File: config.mk
export PLATFORM = sky130hd
export DESIGN_NAME = colorram_arbiter
export DESIGN_NICKNAME = d
export VERILOG_FILES = /design/src/rtl/colorram_pkg.sv /design/src/rtl/colorram_cpu_port.sv /design/src/rtl/colorram_arbiter.sv
export SDC_FILE = /design/constraint.sdc
export NUM_CORES = 1
export LEC_CHECK = 0
export BUFFER_PORTS_ARGS = -buffer_cell sky130_fd_sc_hd__buf_2
export CAP_MARGIN = 20
export CORE_MARGIN = 2
export CORE_UTILIZATION = 30
export CTS_BUF_LIST = sky130_fd_sc_hd__clkbuf_4
export CTS_CLUSTER_DIAMETER = 30
export DETAILED_ROUTE_END_ITERATION = 12
export GPL_TIMING_DRIVEN = 0
export PLACE_DENSITY_LB_ADDON = 0.15
export SLEW_MARGIN = 20
export SYNTH_ARGS = -nofsm -noshare
export SYNTH_HDL_FRONTEND = slang
export SYNTH_SLANG_ARGS = --single-unit
export TNS_END_PERCENT = 5
File: constraint.sdc
create_clock -name i_MCLK -period 1.86 [get_ports i_MCLK]
set_input_delay 0 -clock i_MCLK [delete_from_list [all_inputs] [get_ports i_MCLK]]
set_output_delay 0 -clock i_MCLK [all_outputs]
set_load 0.01 [all_outputs]
File: src/rtl/colorram_pkg.sv
// Shared types and constants for the colour RAM arbiter.
// Optional build macro: COLORRAM_CONTENTION_EN (see colorram_cpu_port).
package colorram_pkg;

  localparam int unsigned COLORRAM_ADDR_W = 11;
  localparam int unsigned COLORRAM_RGB_W  = 15;

  // CPU access sequencing: request latched, RAM cycle issued,
  // read data captured, then DTACK held until the CPU drops CS_n.
  typedef enum logic [1:0] {
    IDLE    = 2'd0,
    ISSUE   = 2'd1,
    CAPTURE = 2'd2,
    ACK     = 2'd3
  } cpu_state_e;

endpackage

File: src/rtl/colorram_cpu_port.sv
// CPU side of the colour RAM: request latches, access FSM, DTACK and read data.
// Build macro COLORRAM_CONTENTION_EN: when defined, the RAM cycle is also held
// off while video is active (VID_BLANK = 0), as on the original board.
module colorram_cpu_port
  import colorram_pkg::*;
#(
  parameter int unsigned ADDR_W = COLORRAM_ADDR_W
) (
  input  logic              clk_i,
  input  logic              rst_ni,
  input  logic              pxcen_i,
  input  logic              vid_blank_i,
  input  logic              cs_ni,
  input  logic              r_nw_i,
  input  logic              uds_ni,
  input  logic              lds_ni,
  input  logic [ADDR_W-1:0] addr_i,
  input  logic [15:0]       din_i,
  input  logic [15:0]       ram_dout_i,
  output logic [15:0]       dout_o,
  output logic              dtack_no,
  output logic              issue_o,
  output logic [ADDR_W-1:0] req_addr_o,
  output logic [15:0]       req_din_o,
  output logic              req_rd_no,
  output logic              req_wr_hi_no,
  output logic              req_wr_lo_no
);

`ifdef COLORRAM_CONTENTION_EN
  localparam logic CONTENTION = 1'b1;
`else
  localparam logic CONTENTION = 1'b0;
`endif

  cpu_state_e        state_q, state_d;
  logic [ADDR_W-1:0] addr_q, addr_d;
  logic [15:0]       din_q, din_d;
  logic              rnw_q, rnw_d;
  logic              uds_n_q, uds_n_d;
  logic              lds_n_q, lds_n_d;
  logic              abort_q, abort_d;
  logic [15:0]       dout_q, dout_d;
  logic              dtack_n_q, dtack_n_d;
  logic              stall_s;

  // A video slot always owns the RAM; with contention, active display does too.
  assign stall_s = pxcen_i | (CONTENTION & ~vid_blank_i);

  // Next-state logic for the access sequencer and its request latches.
  always_comb begin
    state_d = state_q;
    addr_d  = addr_q;
    din_d   = din_q;
    rnw_d   = rnw_q;
    uds_n_d = uds_n_q;
    lds_n_d = lds_n_q;
    abort_d = abort_q;
    dout_d  = dout_q;
    case (state_q)
      IDLE: begin
        if (!cs_ni) begin
          addr_d  = addr_i;
          din_d   = din_i;
          rnw_d   = r_nw_i;
          uds_n_d = uds_ni;
          lds_n_d = lds_ni;
          abort_d = 1'b0;
          state_d = ISSUE;
        end else begin
          state_d = IDLE;
        end
      end
      ISSUE: begin
        // A CPU that gives up mid-access still gets a clean RAM cycle, just no DTACK.
        if (cs_ni) begin
          abort_d = 1'b1;
        end else begin
          abort_d = abort_q;
        end
        if (!stall_s) begin
          state_d = CAPTURE;
        end else begin
          state_d = ISSUE;
        end
      end
      CAPTURE: begin
        // RAM output here is still the CPU's word even if a video slot is in progress.
        if (rnw_q) begin
          dout_d = ram_dout_i;
        end else begin
          dout_d = dout_q;
        end
        if (cs_ni || abort_q) begin
          state_d = IDLE;
        end else begin
          state_d = ACK;
        end
      end
      ACK: begin
        if (cs_ni) begin
          state_d = IDLE;
        end else begin
          state_d = ACK;
        end
      end
      default: begin
        state_d = IDLE;
      end
    endcase
    dtack_n_d = (state_d != ACK);
  end

  // State, request latches and CPU-visible outputs.
  always_ff @(posedge clk_i or negedge rst_ni) begin
    if (!rst_ni) begin
      state_q   <= IDLE;
      addr_q    <= {ADDR_W{1'b0}};
      din_q     <= 16'h0000;
      rnw_q     <= 1'b1;
      uds_n_q   <= 1'b1;
      lds_n_q   <= 1'b1;
      abort_q   <= 1'b0;
      dout_q    <= 16'h0000;
      dtack_n_q <= 1'b1;
    end else begin
      state_q   <= state_d;
      addr_q    <= addr_d;
      din_q     <= din_d;
      rnw_q     <= rnw_d;
      uds_n_q   <= uds_n_d;
      lds_n_q   <= lds_n_d;
      abort_q   <= abort_d;
      dout_q    <= dout_d;
      dtack_n_q <= dtack_n_d;
    end
  end

  assign issue_o      = (state_q == ISSUE) && !stall_s;
  assign req_addr_o   = addr_q;
  assign req_din_o    = din_q;
  assign req_rd_no    = ~rnw_q;
  assign req_wr_hi_no = rnw_q | uds_n_q;
  assign req_wr_lo_no = rnw_q | lds_n_q;
  assign dout_o       = dout_q;
  assign dtack_no     = dtack_n_q;

endmodule

File: src/rtl/colorram_arbiter.sv
// Colour RAM arbiter: shares the 2k x 16 palette RAM between video lookup
// (every pixel slot) and CPU accesses (remaining cycles).
// Build macro COLORRAM_CONTENTION_EN restricts CPU accesses to blanking.
module colorram_arbiter
  import colorram_pkg::*;
#(
  parameter int unsigned ADDR_W = COLORRAM_ADDR_W,
  parameter int unsigned RGB_W  = COLORRAM_RGB_W
) (
  input  logic              i_MCLK,
  input  logic              i_RST_n,
  input  logic              i_PXCEN,
  input  logic [ADDR_W-1:0] i_VID_ADDR,
  input  logic              i_VID_BLANK,
  input  logic              i_CPU_CS_n,
  input  logic              i_CPU_R_nW,
  input  logic              i_CPU_UDS_n,
  input  logic              i_CPU_LDS_n,
  input  logic [ADDR_W-1:0] i_CPU_ADDR,
  input  logic [15:0]       i_CPU_DIN,
  output logic [15:0]       o_CPU_DOUT,
  output logic              o_CPU_DTACK_n,
  output logic [ADDR_W-1:0] o_RAM_ADDR,
  output logic [15:0]       o_RAM_DIN,
  output logic              o_RAM_WR_HI_n,
  output logic              o_RAM_WR_LO_n,
  output logic              o_RAM_RD_n,
  input  logic [15:0]       i_RAM_DOUT,
  output logic [RGB_W-1:0]  o_RGB,
  output logic              o_RGB_VALID
);

  logic              cpu_issue_s;
  logic [ADDR_W-1:0] cpu_addr_s;
  logic [15:0]       cpu_din_s;
  logic              cpu_rd_n_s;
  logic              cpu_wr_hi_n_s;
  logic              cpu_wr_lo_n_s;

  logic              vid_pend_q;
  logic              vid_blank_q;
  logic [RGB_W-1:0]  rgb_q;
  logic              rgb_valid_q;

  colorram_cpu_port #(
    .ADDR_W (ADDR_W)
  ) u_cpu_port (
    .clk_i        (i_MCLK),
    .rst_ni       (i_RST_n),
    .pxcen_i      (i_PXCEN),
    .vid_blank_i  (i_VID_BLANK),
    .cs_ni        (i_CPU_CS_n),
    .r_nw_i       (i_CPU_R_nW),
    .uds_ni       (i_CPU_UDS_n),
    .lds_ni       (i_CPU_LDS_n),
    .addr_i       (i_CPU_ADDR),
    .din_i        (i_CPU_DIN),
    .ram_dout_i   (i_RAM_DOUT),
    .dout_o       (o_CPU_DOUT),
    .dtack_no     (o_CPU_DTACK_n),
    .issue_o      (cpu_issue_s),
    .req_addr_o   (cpu_addr_s),
    .req_din_o    (cpu_din_s),
    .req_rd_no    (cpu_rd_n_s),
    .req_wr_hi_no (cpu_wr_hi_n_s),
    .req_wr_lo_no (cpu_wr_lo_n_s)
  );

  // RAM port mux: reset silences the RAM, then video, then CPU, else idle.
  always_comb begin
    o_RAM_ADDR    = i_VID_ADDR;
    o_RAM_DIN     = cpu_din_s;
    o_RAM_RD_n    = 1'b1;
    o_RAM_WR_HI_n = 1'b1;
    o_RAM_WR_LO_n = 1'b1;
    if (!i_RST_n) begin
      o_RAM_RD_n    = 1'b1;
      o_RAM_WR_HI_n = 1'b1;
      o_RAM_WR_LO_n = 1'b1;
    end else if (i_PXCEN) begin
      o_RAM_ADDR = i_VID_ADDR;
      o_RAM_RD_n = 1'b0;
    end else if (cpu_issue_s) begin
      o_RAM_ADDR    = cpu_addr_s;
      o_RAM_RD_n    = cpu_rd_n_s;
      o_RAM_WR_HI_n = cpu_wr_hi_n_s;
      o_RAM_WR_LO_n = cpu_wr_lo_n_s;
    end else begin
      o_RAM_ADDR = i_VID_ADDR;
    end
  end

  // Video pipe: slot edge issues the read, next edge latches the colour.
  always_ff @(posedge i_MCLK or negedge i_RST_n) begin
    if (!i_RST_n) begin
      vid_pend_q  <= 1'b0;
      vid_blank_q <= 1'b0;
      rgb_q       <= {RGB_W{1'b0}};
      rgb_valid_q <= 1'b0;
    end else begin
      vid_pend_q  <= i_PXCEN;
      rgb_valid_q <= vid_pend_q;
      if (i_PXCEN) begin
        vid_blank_q <= i_VID_BLANK;
      end else begin
        vid_blank_q <= vid_blank_q;
      end
      if (vid_pend_q) begin
        rgb_q <= vid_blank_q ? {RGB_W{1'b0}} : i_RAM_DOUT[RGB_W-1:0];
      end else begin
        rgb_q <= rgb_q;
      end
    end
  end

  assign o_RGB       = rgb_q;
  assign o_RGB_VALID = rgb_valid_q;

endmodule

Word-level counts from Yosys, hierarchy flattened. Index checks and enable logic that the tools add are counted.

Equality and inequality tests: 6. Reductions and logical operators: 8. Bitwise logic cells: 4. Mux-type cells: 21.

Operators by type and width (number): two-way mux 11 bit (3); two-way mux 15 bit (1); two-way mux 1 bit (12); case mux 2 bit (4 select lines) (1); two-way mux 2 bit (3); inequality test 2 bit, second input constant (3); == test 2 bit, second input constant (2); AND reduction 2 bit (2); AND reduction 3 bit (1); == test 2 x 1 -> 1 bit, second input constant (1); zero test 2 bit (1); NOT 1 bit (2); OR 1 bit (2); case mux 1 bit (2 select lines) (1); nonzero test 2 bit (1); logical AND 1 bit (1); zero test 1 bit (1); logical OR 1 bit (1).

Register bits after elaboration: 68. Bits of input ports: 62. Output and inout bits: 63. Word-level logic and storage cells: 52.

Depth between registers and ports, before layout.
Depth in word-level cells: 5. Gate-level depth with buffers: 4. Mapped depth without buffers: 3.

Modules after synthesis. A second synthesis with hierarchy kept.

Cell total of the unflattened synthesis: 206. Area total of the unflattened synthesis: 2886.5 µm².

By module, submodules not included: colorram_cpu_port (times used 1, sequential area each 1256.2 µm², area an instance 1956.9 µm², cells each 121); colorram_arbiter (times used 1, sequential area each 450.4 µm², area an instance 929.6 µm², cells each 85).

Least setup slack after synthesis. Ideal clock, no wire load.

Kind: reg-to-reg. Start point: reg u_cpu_port.state_q[1]. End point: reg u_cpu_port.din_q[10], in the netlist u_cpu_port.req_din_o[10]. Arrival: 1.262 ns. Path buffers: 2. Slack: 0.472 ns. Cell stages (with the launch flop): 5. Library setup time: 0.125 ns. Required time: 1.735 ns. Clock period less this slack: 1.388 ns. Path through: dfrtp_1 -> buf_6 -> nor3_2 -> buf_6 -> mux2_4.

Longest elaborated chain between the ends: 2.

RTL lines: from (decl) (RTL line colorram_cpu_port.sv:36) `cpu_state_e state_q, state_d;`; from (signal assigned) (RTL line colorram_cpu_port.sv:127) `state_q <= state_d;`; zero test 2 bit (RTL line colorram_cpu_port.sv:60) `case (state_q)`; AND reduction 2 bit (no source line); to (signal assigned) (RTL line colorram_cpu_port.sv:129) `din_q <= din_d;`; to (decl) (RTL line colorram_cpu_port.sv:38) `logic [15:0] din_q, din_d;`.

No other way between the ends. A chain may end at the register's enable or synchronous reset.

Worst setup path after layout.
Start point: reg u_cpu_port.state_q[1]. End point: out o_RAM_ADDR[7].

Longest elaborated chain between the ends: 5.

RTL lines: == test 2 x 1 -> 1 bit (RTL line colorram_cpu_port.sv:139) `assign issue_o = (state_q == ISSUE) && !stall_s;`; logical AND 1 bit (RTL line colorram_cpu_port.sv:139); two-way mux 11 bit (RTL line colorram_arbiter.sv:83) `end else if (cpu_issue_s) begin`; two-way mux 11 bit (RTL line colorram_arbiter.sv:80) `end else if (i_PXCEN) begin`; two-way mux 11 bit (RTL line colorram_arbiter.sv:76) `if (!i_RST_n) begin`; to (decl) (RTL line colorram_arbiter.sv:23) `output logic [ADDR_W-1:0] o_RAM_ADDR,`.

No other way between the ends.

==> impl_metrics.env <==
export IMPL_status="completed"
export IMPL_endpoint_kind="primary output"
export IMPL_required_ns=1.86
export IMPL_syn_instance_count=201
export IMPL_postLayoutCoreUtil=0.475
export IMPL_clk_latency_ns=0.40
export IMPL_dp_cells=455
export IMPL_yosysSeqAreaShare=0.586
export IMPL_ys_warn_count=0
export IMPL_ioPinCount=125
export IMPL_ys_ff_latch=68
export IMPL_final_area_um2=4430
export IMPL_syn_area_um2=2910
export IMPL_start_util=0.312
export IMPL_first_pass_iters=4
export IMPL_hpwl_um=4660
export IMPL_die_y_um=103
export IMPL_cts_tree="yes"
export IMPL_vias=2228
export IMPL_synth_cell_type_count=24
export IMPL_finalHoldWorstSlack_ns=0.296
export IMPL_path_clk_slew_ns=0.10
export IMPL_post_layout_nonfiller_instances=522
export IMPL_setup_ws_ns=0.0121
export IMPL_cellPowerDensity_nw_per_um2=1190
export IMPL_mostFrequentLayoutCells="buf_2 (113), dfrtp_1 (64), dlygate4sd3_1 (52)"
export IMPL_synth_area_per_cell_um2=14.5
export IMPL_ys_async_sr_fraction=1.00
export IMPL_via_per_inst=4.27
export IMPL_die_area_um2=10500
export IMPL_tns_ns=0
export IMPL_syn_num_nets=263
export IMPL_setup_viol=0
export IMPL_track_usage=0.142
export IMPL_coreArea_um2=9330
export IMPL_grt_pass1_vias=2318
export IMPL_wire_per_inst_um=13.8
export IMPL_holdCritStartpoint="i_VID_ADDR[2]"
export IMPL_gr_total_overflow=0
export IMPL_hold_path_endpoint="o_RAM_ADDR[2]"
export IMPL_p_total_mw=5.28
export IMPL_drv_slew=0
export IMPL_area_delta_synth_final_pct=52.2
export IMPL_cp_arrival_ns=1.85
export IMPL_maxCapViolations=0
export IMPL_cts_max_level=3
export IMPL_peakVddDrop_mv=0.509
export IMPL_placed_cell_area_um2=3720
export IMPL_fp_row_count=35
export IMPL_reg2reg_depth=3
export IMPL_ant_nets=0
export IMPL_die_x_um=103
export IMPL_r2r_end="u_cpu_port.req_din_o[14]"
export IMPL_numCtsBuffers=9
export IMPL_numPortBuffers=124
export IMPL_gp_congestion=0.742
export IMPL_drive_gt1_frac=0.509
export IMPL_synth_edf_count=0
export IMPL_max_slew_margin=0.501
export IMPL_min_path_type="input port to primary output"
export IMPL_finClkSkew_ns=0.0134
export IMPL_nets=452
export IMPL_r2r_slack_ns=0.33
export IMPL_grt_max_degree=49
export IMPL_critical_path_class="register to primary output"
export IMPL_leakage_nw=2.12
export IMPL_dp_slack_ns=0.291
export IMPL_max_clock_path_buffers=2
export IMPL_yosys_most_used_dff="dfrtp_1"
export IMPL_drt_iter0_markers=29
export IMPL_critPathLaunchType="register"
export IMPL_fmax_mhz=541
export IMPL_fin_crit_sh=0.993
export IMPL_drc=0
export IMPL_tightest_slew_ns=0.746
export IMPL_routed_wl_um=7200
export IMPL_grt_setup_unrepaired="yes"
export IMPL_grt_antenna_before_repair=0
export IMPL_fill_cells=879
export IMPL_layout_commonest_cell="buf_2"
export IMPL_clkSinkCount=68
export IMPL_cts_root_buffer="clkbuf_4"
export IMPL_r2r_start="u_cpu_port.state_q[0]"
export IMPL_n_antenna_cell=0
export IMPL_path_max_fanout=10
export IMPL_hold_violations=0
export IMPL_grt_pass1_wl_um=11300
export IMPL_period_minus_slack_ns=1.85
export IMPL_hold_depth=3
worst max-delay path, cell delays in order (launching register included):
cell and delay [ns]:
dfrtp_1 0.39, buf_6 0.14, and4bb_4 0.35, buf_12 0.15
mux2_4 0.31, buf_6 0.12
flip-flops by register name (all words and copies together), names as in the netlist:
register / cells
u_cpu_port.dout_o: 16
u_cpu_port.req_din_o: 16
o_RGB: 15
u_cpu_port.req_addr_o: 11
u_cpu_port.state_q: 2
o_RGB_VALID: 1
u_cpu_port.abort_q: 1
u_cpu_port.dtack_no: 1
u_cpu_port.lds_n_q: 1
u_cpu_port.rnw_q: 1
u_cpu_port.uds_n_q: 1
vid_blank_q: 1
vid_pend_q: 1
layout make-up:
cell class              count  area [µm²]  share of cell area
flip-flops and latches     68        1710               0.385
clock buffers              10        75.1              0.0169
plain buffers              10        87.6              0.0198
multi-input cells         107        1060               0.240
clock inverters             4        18.8             0.00423
well taps                 129         161              0.0364
repair buffers            178        1260               0.284
inverters                  16        60.1              0.0135
power breakdown:
part | total, mW | internal [mW] | switching, mW
logic | 2.11 | 1.24 | 0.865
clock network | 0.753 | 0.265 | 0.488
registers | 2.42 | 2.09 | 0.324
timing repair:
action | 4_1_cts | 5_1_grt
gates resized for setup | 11 | 0
hold buffers | 53 | 0
setup buffers | 0 | 0
endpoints found under the hold margin | 130 | 0
setup endpoints to repair | 10 | 12
cell usage after synthesis, types with 2 or more instances:
| cell type | count | share of area |
|---|---|---|
| dfstp_2 | 4 | 0.036 |
| buf_6 | 4 | 0.015 |
| mux2_2 | 26 | 0.10 |
| nand3b_1 | 15 | 0.039 |
| dfrtp_1 | 64 | 0.55 |
| mux2_1 | 12 | 0.046 |
| o21ai_0 | 20 | 0.034 |
| clkbuf_1 | 4 | 0.0052 |
| nor2_1 | 2 | 0.0026 |
| or3b_1 | 2 | 0.0060 |
| mux2_4 | 20 | 0.10 |
| inv_1 | 16 | 0.021 |
kinds of logic (layout without fill, tap and decap cells):
kind of cell	count (synthesis)	after routing	synth area share
mux	58	58	0.250
simple gates	26	26	0.0726
flops	68	68	0.586
buf+inv	26	218	0.0490
compound gates	23	23	0.0425
how the worst max path moves through the flow:
stage	start	slack, ns	depth (start not counted)	end
2_1_floorplan	u_cpu_port.state_q[1]	0.47	4	u_cpu_port.req_din_o[10]
3_3_place_gp	i_RST_n	-0.53	5	o_RAM_ADDR[9]
3_5_place_dp	i_RST_n	0.29	6	o_RAM_ADDR[7]
4_1_cts	u_cpu_port.state_q[1]	-0.04	5	o_RAM_ADDR[7]
5_1_grt	u_cpu_port.state_q[1]	-0.08	5	o_RAM_ADDR[7]
6_report	u_cpu_port.state_q[1]	0.01	5	o_RAM_ADDR[7]
layer usage:
layer	wire length (µm)	global-route usage
met5	0	0
met2	3640	0.238
met3	249	0.0285
met1	3190	0.177
met4	124	0.0626
Power figures use the tool's default switching activity.
